--- src/rtl/adder_arbiter_if.sv ---
// Request, shared-adder and response signals of the adder arbiter.
// The slave modport is the arbiter side; master is the requester/consumer/adder side.
interface adder_arbiter_if #(
    parameter int WIDTH    = 32,
    parameter int NUM_REQ  = 4,
    parameter int ID_WIDTH = 2
);
    logic [NUM_REQ-1:0]       req_valid;
    logic [NUM_REQ*WIDTH-1:0] req_operand_a;
    logic [NUM_REQ*WIDTH-1:0] req_operand_b;
    logic [NUM_REQ-1:0]       req_ready;
    logic [WIDTH-1:0]         adder_operand_a;
    logic [WIDTH-1:0]         adder_operand_b;
    logic [WIDTH-1:0]         adder_result;
    logic                     resp_valid;
    logic [ID_WIDTH-1:0]      resp_id;
    logic [WIDTH-1:0]         resp_result;
    logic                     resp_ready;

    modport slave (
        input  req_valid, req_operand_a, req_operand_b, adder_result, resp_ready,
        output req_ready, adder_operand_a, adder_operand_b, resp_valid, resp_id, resp_result
    );

    modport master (
        output req_valid, req_operand_a, req_operand_b, adder_result, resp_ready,
        input  req_ready, adder_operand_a, adder_operand_b, resp_valid, resp_id, resp_result
    );
endinterface

--- src/rtl/adder_arbiter.sv ---
// Round-robin arbiter sharing one combinational adder among NUM_REQ requesters.
// The winning sum is captured in a single registered response slot tagged with
// the requester id and held until the consumer accepts it.
module adder_arbiter #(
    parameter int WIDTH    = 32,
    parameter int NUM_REQ  = 4,
    parameter int ID_WIDTH = 2
) (
    input  logic          clock,
    input  logic          reset,
    adder_arbiter_if.slave bus
);
    logic [ID_WIDTH-1:0] ptr_q, ptr_d;
    logic                resp_valid_q, resp_valid_d;
    logic [ID_WIDTH-1:0] resp_id_q, resp_id_d;
    logic [WIDTH-1:0]    resp_result_q, resp_result_d;

    logic                can_accept;
    logic                found;
    logic                grant;
    logic [ID_WIDTH-1:0] winner;
    logic [ID_WIDTH:0]   scan;
    logic [NUM_REQ-1:0]  ready;
    logic [WIDTH-1:0]    opa, opb;

    // A slot being drained this cycle can take a new result; an empty slot never looks at resp_ready.
    assign can_accept = !resp_valid_q || bus.resp_ready;
    assign grant      = found && can_accept && !reset;

    // Scan req_valid from ptr upward, wrapping, and pick the first set bit.
    always_comb begin
        found  = 1'b0;
        winner = '0;
        scan   = '0;
        for (int k = 0; k < NUM_REQ; k++) begin
            scan = {1'b0, ptr_q} + (ID_WIDTH+1)'(k);
            if (scan >= (ID_WIDTH+1)'(NUM_REQ)) begin
                scan = scan - (ID_WIDTH+1)'(NUM_REQ);
            end
            if (!found && bus.req_valid[scan[ID_WIDTH-1:0]]) begin
                found  = 1'b1;
                winner = scan[ID_WIDTH-1:0];
            end
        end
    end

    // One-hot grant and adder operand steering; operands are zero when idle.
    always_comb begin
        ready = '0;
        opa   = '0;
        opb   = '0;
        if (grant) begin
            ready[winner] = 1'b1;
            opa           = bus.req_operand_a[winner*WIDTH +: WIDTH];
            opb           = bus.req_operand_b[winner*WIDTH +: WIDTH];
        end
    end

    assign bus.req_ready       = ready;
    assign bus.adder_operand_a = opa;
    assign bus.adder_operand_b = opb;

    // Slot and pointer next state: a grant loads the slot, an accept alone empties it.
    always_comb begin
        ptr_d         = ptr_q;
        resp_valid_d  = resp_valid_q;
        resp_id_d     = resp_id_q;
        resp_result_d = resp_result_q;
        if (grant) begin
            resp_result_d = bus.adder_result;
            resp_id_d     = winner;
            resp_valid_d  = 1'b1;
            ptr_d         = (winner == ID_WIDTH'(NUM_REQ-1)) ? '0 : winner + ID_WIDTH'(1);
        end else if (resp_valid_q && bus.resp_ready) begin
            resp_valid_d = 1'b0;
        end
    end

    // State registers; reset discards any pending response and restarts the scan at 0.
    always_ff @(posedge clock or posedge reset) begin
        if (reset) begin
            ptr_q         <= '0;
            resp_valid_q  <= 1'b0;
            resp_id_q     <= '0;
            resp_result_q <= '0;
        end else begin
            ptr_q         <= ptr_d;
            resp_valid_q  <= resp_valid_d;
            resp_id_q     <= resp_id_d;
            resp_result_q <= resp_result_d;
        end
    end

    assign bus.resp_valid  = resp_valid_q;
    assign bus.resp_id     = resp_id_q;
    assign bus.resp_result = resp_result_q;
endmodule

--- src/flat_wrapper.sv ---
// flat-port wrapper written by rule: the top's interface ports become plain ports
module adder_arbiter_flat 
#(
    parameter int WIDTH    = 32,
    parameter int NUM_REQ  = 4,
    parameter int ID_WIDTH = 2
)
  (clock, reset, bus_req_valid, bus_req_operand_a, bus_req_operand_b, bus_adder_result, bus_resp_ready, bus_req_ready, bus_adder_operand_a, bus_adder_operand_b, bus_resp_valid, bus_resp_id, bus_resp_result);
  adder_arbiter_if #(.WIDTH(WIDTH), .NUM_REQ(NUM_REQ), .ID_WIDTH(ID_WIDTH)) bus_i ();
  input  logic clock;
  input  logic reset;
  input wire logic [$bits(bus_i.req_valid)-1:0] bus_req_valid;
  input wire logic [$bits(bus_i.req_operand_a)-1:0] bus_req_operand_a;
  input wire logic [$bits(bus_i.req_operand_b)-1:0] bus_req_operand_b;
  input wire logic [$bits(bus_i.adder_result)-1:0] bus_adder_result;
  input wire logic [$bits(bus_i.resp_ready)-1:0] bus_resp_ready;
  output wire logic [$bits(bus_i.req_ready)-1:0] bus_req_ready;
  output wire logic [$bits(bus_i.adder_operand_a)-1:0] bus_adder_operand_a;
  output wire logic [$bits(bus_i.adder_operand_b)-1:0] bus_adder_operand_b;
  output wire logic [$bits(bus_i.resp_valid)-1:0] bus_resp_valid;
  output wire logic [$bits(bus_i.resp_id)-1:0] bus_resp_id;
  output wire logic [$bits(bus_i.resp_result)-1:0] bus_resp_result;
  assign bus_i.req_valid = bus_req_valid;
  assign bus_i.req_operand_a = bus_req_operand_a;
  assign bus_i.req_operand_b = bus_req_operand_b;
  assign bus_i.adder_result = bus_adder_result;
  assign bus_i.resp_ready = bus_resp_ready;
  assign bus_req_ready = bus_i.req_ready;
  assign bus_adder_operand_a = bus_i.adder_operand_a;
  assign bus_adder_operand_b = bus_i.adder_operand_b;
  assign bus_resp_valid = bus_i.resp_valid;
  assign bus_resp_id = bus_i.resp_id;
  assign bus_resp_result = bus_i.resp_result;
  adder_arbiter #(.WIDTH(WIDTH), .NUM_REQ(NUM_REQ), .ID_WIDTH(ID_WIDTH)) u_core (.clock(clock), .reset(reset), .bus(bus_i));
endmodule
--- config.mk ---
export PLATFORM = sky130hd
export DESIGN_NAME = adder_arbiter_flat
export DESIGN_NICKNAME = d
export VERILOG_FILES = /design/src/rtl/adder_arbiter_if.sv /design/src/rtl/adder_arbiter.sv /design/src/flat_wrapper.sv
export SDC_FILE = /design/constraint.sdc
export NUM_CORES = 1
export LEC_CHECK = 0
export CORE_AREA = 2 2 155 157
export DETAILED_ROUTE_END_ITERATION = 16
export DIE_AREA = 0 0 157 159
export PLACE_DENSITY = 0.54
export SLEW_MARGIN = 20
export SYNTH_ARGS = -nofsm -noshare
export SYNTH_HDL_FRONTEND = slang
export SYNTH_SLANG_ARGS = --single-unit
--- constraint.sdc ---
create_clock -name clock -period 5.4 [get_ports clock]
set_clock_uncertainty 0.1 [all_clocks]
set_input_delay 1.35 -clock clock [delete_from_list [all_inputs] [get_ports clock]]
set_output_delay 1.35 -clock clock [all_outputs]
set_load 0.1 [all_outputs]
# [Word-level counts from Yosys, hierarchy flattened]
# Cells that the tools add are included.
[word_totals] ff_bits=37
[op_classes] addsub=8 magnitude_cmp=10 n_eq_ne=1 shift=2 n_mux=28 reduce_logical=14
[ops] op="$shiftx 128x8->32" count=2
[ops] op="$mux 32" count=2
[ops] op="$mux 2" count=9
[ops] op="$lt 2x3->1 const B" count=5
[ops] op="$mux 1" count=11
[ops] op="$ge 3x3->1 const B" count=3
[ops] op="$bmux 1 s2" count=4
[ops] op="$sub 2x1->2 const B" count=4
[ops] op="$logic_and 1x1->1" count=7
[ops] op="$add 2x2->3 const B" count=2
[ops] op="$logic_not 1->1" count=5
[ops] op="$mux 4" count=1
[ops] op="$add 2x1->3 const B" count=1
[ops] op="$ge 2x3->1 const B" count=1
[ops] op="$add 2x1->2 const B" count=1
[ops] op="$demux 1 s2" count=1
[ops] op="$eq 2x2->1 const B" count=1
[ops] op="$ge 2x1->1 const B" count=1
[ops] op="$reduce_bool 2->1" count=1
[ops] op="$logic_or 1x1->1" count=1

# [Longest topological paths before layout]
[depth] word_depth=19 ltp_mapped=7 depth_no_buf=6

# [Least setup slack after synthesis]
# No wires, ideal clock.
[synth_path] kind="input to output" from="input reset" to="output bus_adder_operand_b[1]" arrival_ns=4.566 t_required_ns=3.950 slack_ns=-0.616 cell_stages=6 path_buffers=1 cell_sequence="inv_1 -> o41ai_2 -> a21oi_2 -> nand2_1 -> buf_2 -> o22ai_1"
[synth_via] elab_chain_cells=3
[synth_lines] item="start: declaration" line="flat_wrapper.sv:11" source="input logic reset;"
[synth_lines] item="$logic_not 1->1" line="adder_arbiter.sv:28" source="assign grant = found && can_accept && !reset;"
[synth_lines] item="$logic_and 1x1->1" line="adder_arbiter.sv:28"
[synth_lines] item="$mux 32" line="adder_arbiter.sv:52" source="if (grant) begin"
[synth_lines] item="end: declaration" line="flat_wrapper.sv:19" source="output wire logic [$bits(bus_i.adder_operand_b)-1:0] bus_adder_operand_b;"
# Every way passes these cells.

# [Worst setup path after layout]
[layout_path] from="input bus_req_valid[0]" to="output bus_adder_operand_b[19]"
[layout_via] elab_chain_cells=15 word_cells_on_any_way=26 cone_classes="shift: 1; mux: 17; reduce/logical: 8"
[layout_lines] item="start: declaration" line="flat_wrapper.sv:12" source="input wire logic [$bits(bus_i.req_valid)-1:0] bus_req_valid;"
[layout_lines] item="branches (longest 14 deep; another with $bmux 1 s2)"
[layout_lines] item="$mux 32 *" line="adder_arbiter.sv:52"
# Mark *: on every way between the ends. The select of a mux whose other input is x is not followed.

==> results.tsv <==
metric	value	unit
status	finished clean	
postRouteAntennaNets	0	
postCtsHoldBufs	0	
path_max_fanout	42	
nets	1013	
dpl_cell_area	8810	um^2
grtUsageTotal	0.151	
rsz0062_at_grt	no	
dieWidth	157	um
p_per_area	403	nW/um^2
synth-seq-cells	37	
hold_path_class	register to register	
utilization	0.386	
fillCellCount	2237	
vias_per_cell	4.14	
synth_edf_count	0	
yosys-top-cells-area	mux2i_1, dfrtp_1, o22ai_2	
yosysWarnings	0	
ys.flop_type	dfrtp_1	
synth_most_common_cell	mux2i_1	
htree_levels	2	
clk_latency	0.28	ns
areaGrowthSynthToFinish	136	%
power.internal	1.64	mW
finalMaxSlewViolations	0	
routed_wl	20200	um
grt_pass1_vias	4662	
multiInputGateArea	2600	um^2
seq_area_frac_synth	0.244	
clock-root-buffer	clkbuf_16	
synth_top_area_share	0.337	
postCtsSetupBuffers	0	
coreArea	23200	um^2
initial_core_util	0.164	
portBuffers	397	
p_seq_frac	0.101	
wire_per_inst	19.5	um
fin_crit_sh	0.936	
cts_tree	done	
switching_power	1.96	mW
first_iter_violations	105	
num_io_pins	398	
required	3.95	ns
grt_pass1_wl	28700	um
hold_viol	0	
p_clk_frac	0.079	
rows	56	
leakage	3.78	nW
ys_types	29	
critPathLaunchType	input port	
dieArea	25000	um^2
async_flop_share	1.00	
fmax	0.198	GHz
cts_resized	0	
drive_gt1_frac	0.209	
grt_max_degree	43	
synth_area	3800	um^2
finalInstanceArea	8960	um^2
synthesis.nets	625	
min_period	5.05	ns
vias	4290	
synth_area_per_cell	11.6	um^2
clkTransAtPathRegs	0.05	ns
critical_path_class	input port to output pin	
synthCells	326	
ff_latch_area	926	um^2
cp-end-kind	output pin	
clock-sinks	37	
antenna_found_initial	5	
yosys.area.top_type	mux2i_1	
clock_path_buffers	2	
firstDrtPassIters	4	
die_h	159	um
cp.arrival	3.60	ns
place.gp.congestion	0.774	
dp.final_hpwl	17000	um
yosys-top-cells-count	mux2i_1, o22ai_2, dfrtp_1	
drc_errors	0	
swShare	0.544	
cts_made_buffers	5	
setup_viol	0	
ir_drop	0.243	mV
combPwrFrac	0.820	
tightest_slew	1.01	ns
slew_headroom	0.327	
max-cap-violations	0	
grt-ovfl-total	0	
## power by group through the flow
stage | clock (mW) | sequential (mW) | combinational [mW]
2_1_floorplan | 0 | 0.700 | 1.73
3_3_place_gp | 0 | 0.364 | 2.96
3_5_place_dp | 0 | 0.367 | 2.98
4_1_cts | 0.296 | 0.364 | 2.99
5_1_grt | 0.306 | 0.369 | 3.06
6_report | 0.284 | 0.364 | 2.96
## state kept, by name, summed over array words and instances (netlist names)
name                    cells
u_core.bus.resp_result     32
u_core.ptr_q                2
u_core.bus.resp_valid       1
u_core.bus.resp_id          2
## cell usage in the layout, fill, tap and decap left out, types with 2 or more instances in the layout
cell and n:
clkdlybuf4s50_1 329, mux2i_1 128, buf_12 75, o22ai_2 50, dfrtp_1 37, mux2_1 32, o22ai_1 14, buf_4 8
clkbuf_16 5, inv_1 4, and2_1 4, ha_1 4, diode_2 3, a21oi_1 2, nor2b_1 2, nand2_4 2
inv_2 2, mux2_2 2
## kinds of logic after synthesis
family / share of synthesized area
simple gates: 0.0142
buf+inv: 0.0903
fa+ha+maj: 0.0132
mux: 0.438
flops: 0.244
compound gates: 0.200
## stage by stage
step           power, mW  std cells  setup slack (ns)  setup TNS (ns)  hold slack (ns)
2_1_floorplan       2.43        326            -0.143           -1.40            0.441
3_3_place_gp        3.32       1026             0.366               0            0.368
3_5_place_dp        3.35       1026             0.331               0            0.378
4_1_cts             3.65       1033             0.333               0            0.386
5_1_grt             3.74       1036             0.250               0            0.398
6_report            3.61       1036             0.345               0            0.383
## area by class of cell
| class | instances | area share |
|---|---|---|
| clock buffers | 7 | 0.0159 |
| multi-input cells | 251 | 0.290 |
| diodes | 3 | 0.000838 |
| repair buffers | 412 | 0.542 |
| inverters | 7 | 0.00335 |
| well taps | 319 | 0.0445 |
| flip-flops and latches | 37 | 0.103 |
## metal layers
metal  wire [um]  track usage  up-vias
li1            -            -     2041
met1        6790        0.147     2021
met2       11100        0.299      199
met3        1900       0.0501       25
met4         399       0.0359        4
met5          27            0        -
## critical path: stages
cell	delay (ns)
clkdlybuf4s50_1	0.55
inv_2	0.04
o221a_1	0.29
o22ai_4	0.20
buf_12	0.30
buf_4	0.26
mux2i_1	0.24
o22ai_2	0.13
buf_12	0.19
## path summary, 6_finish.rpt
path | slack (ns) | start | endpoint | cells after the start
max | 0.35 | bus_req_valid[0] | bus_adder_operand_b[19] | 9
min | 0.38 | u_core.bus.resp_result[16] | u_core.bus.resp_result[16] | 1
max reg2reg | 3.34 | u_core.ptr_q[0] | u_core.ptr_q[1] | 6
min reg2reg | 0.38 | u_core.bus.resp_result[16] | u_core.bus.resp_result[16] | 1
max in group asynchronous | 3.36 | reset | u_core.bus.resp_id[0] | 3
min in group asynchronous | 1.49 | reset | u_core.ptr_q[1] | 3
Power figures use the tool's default switching activity.
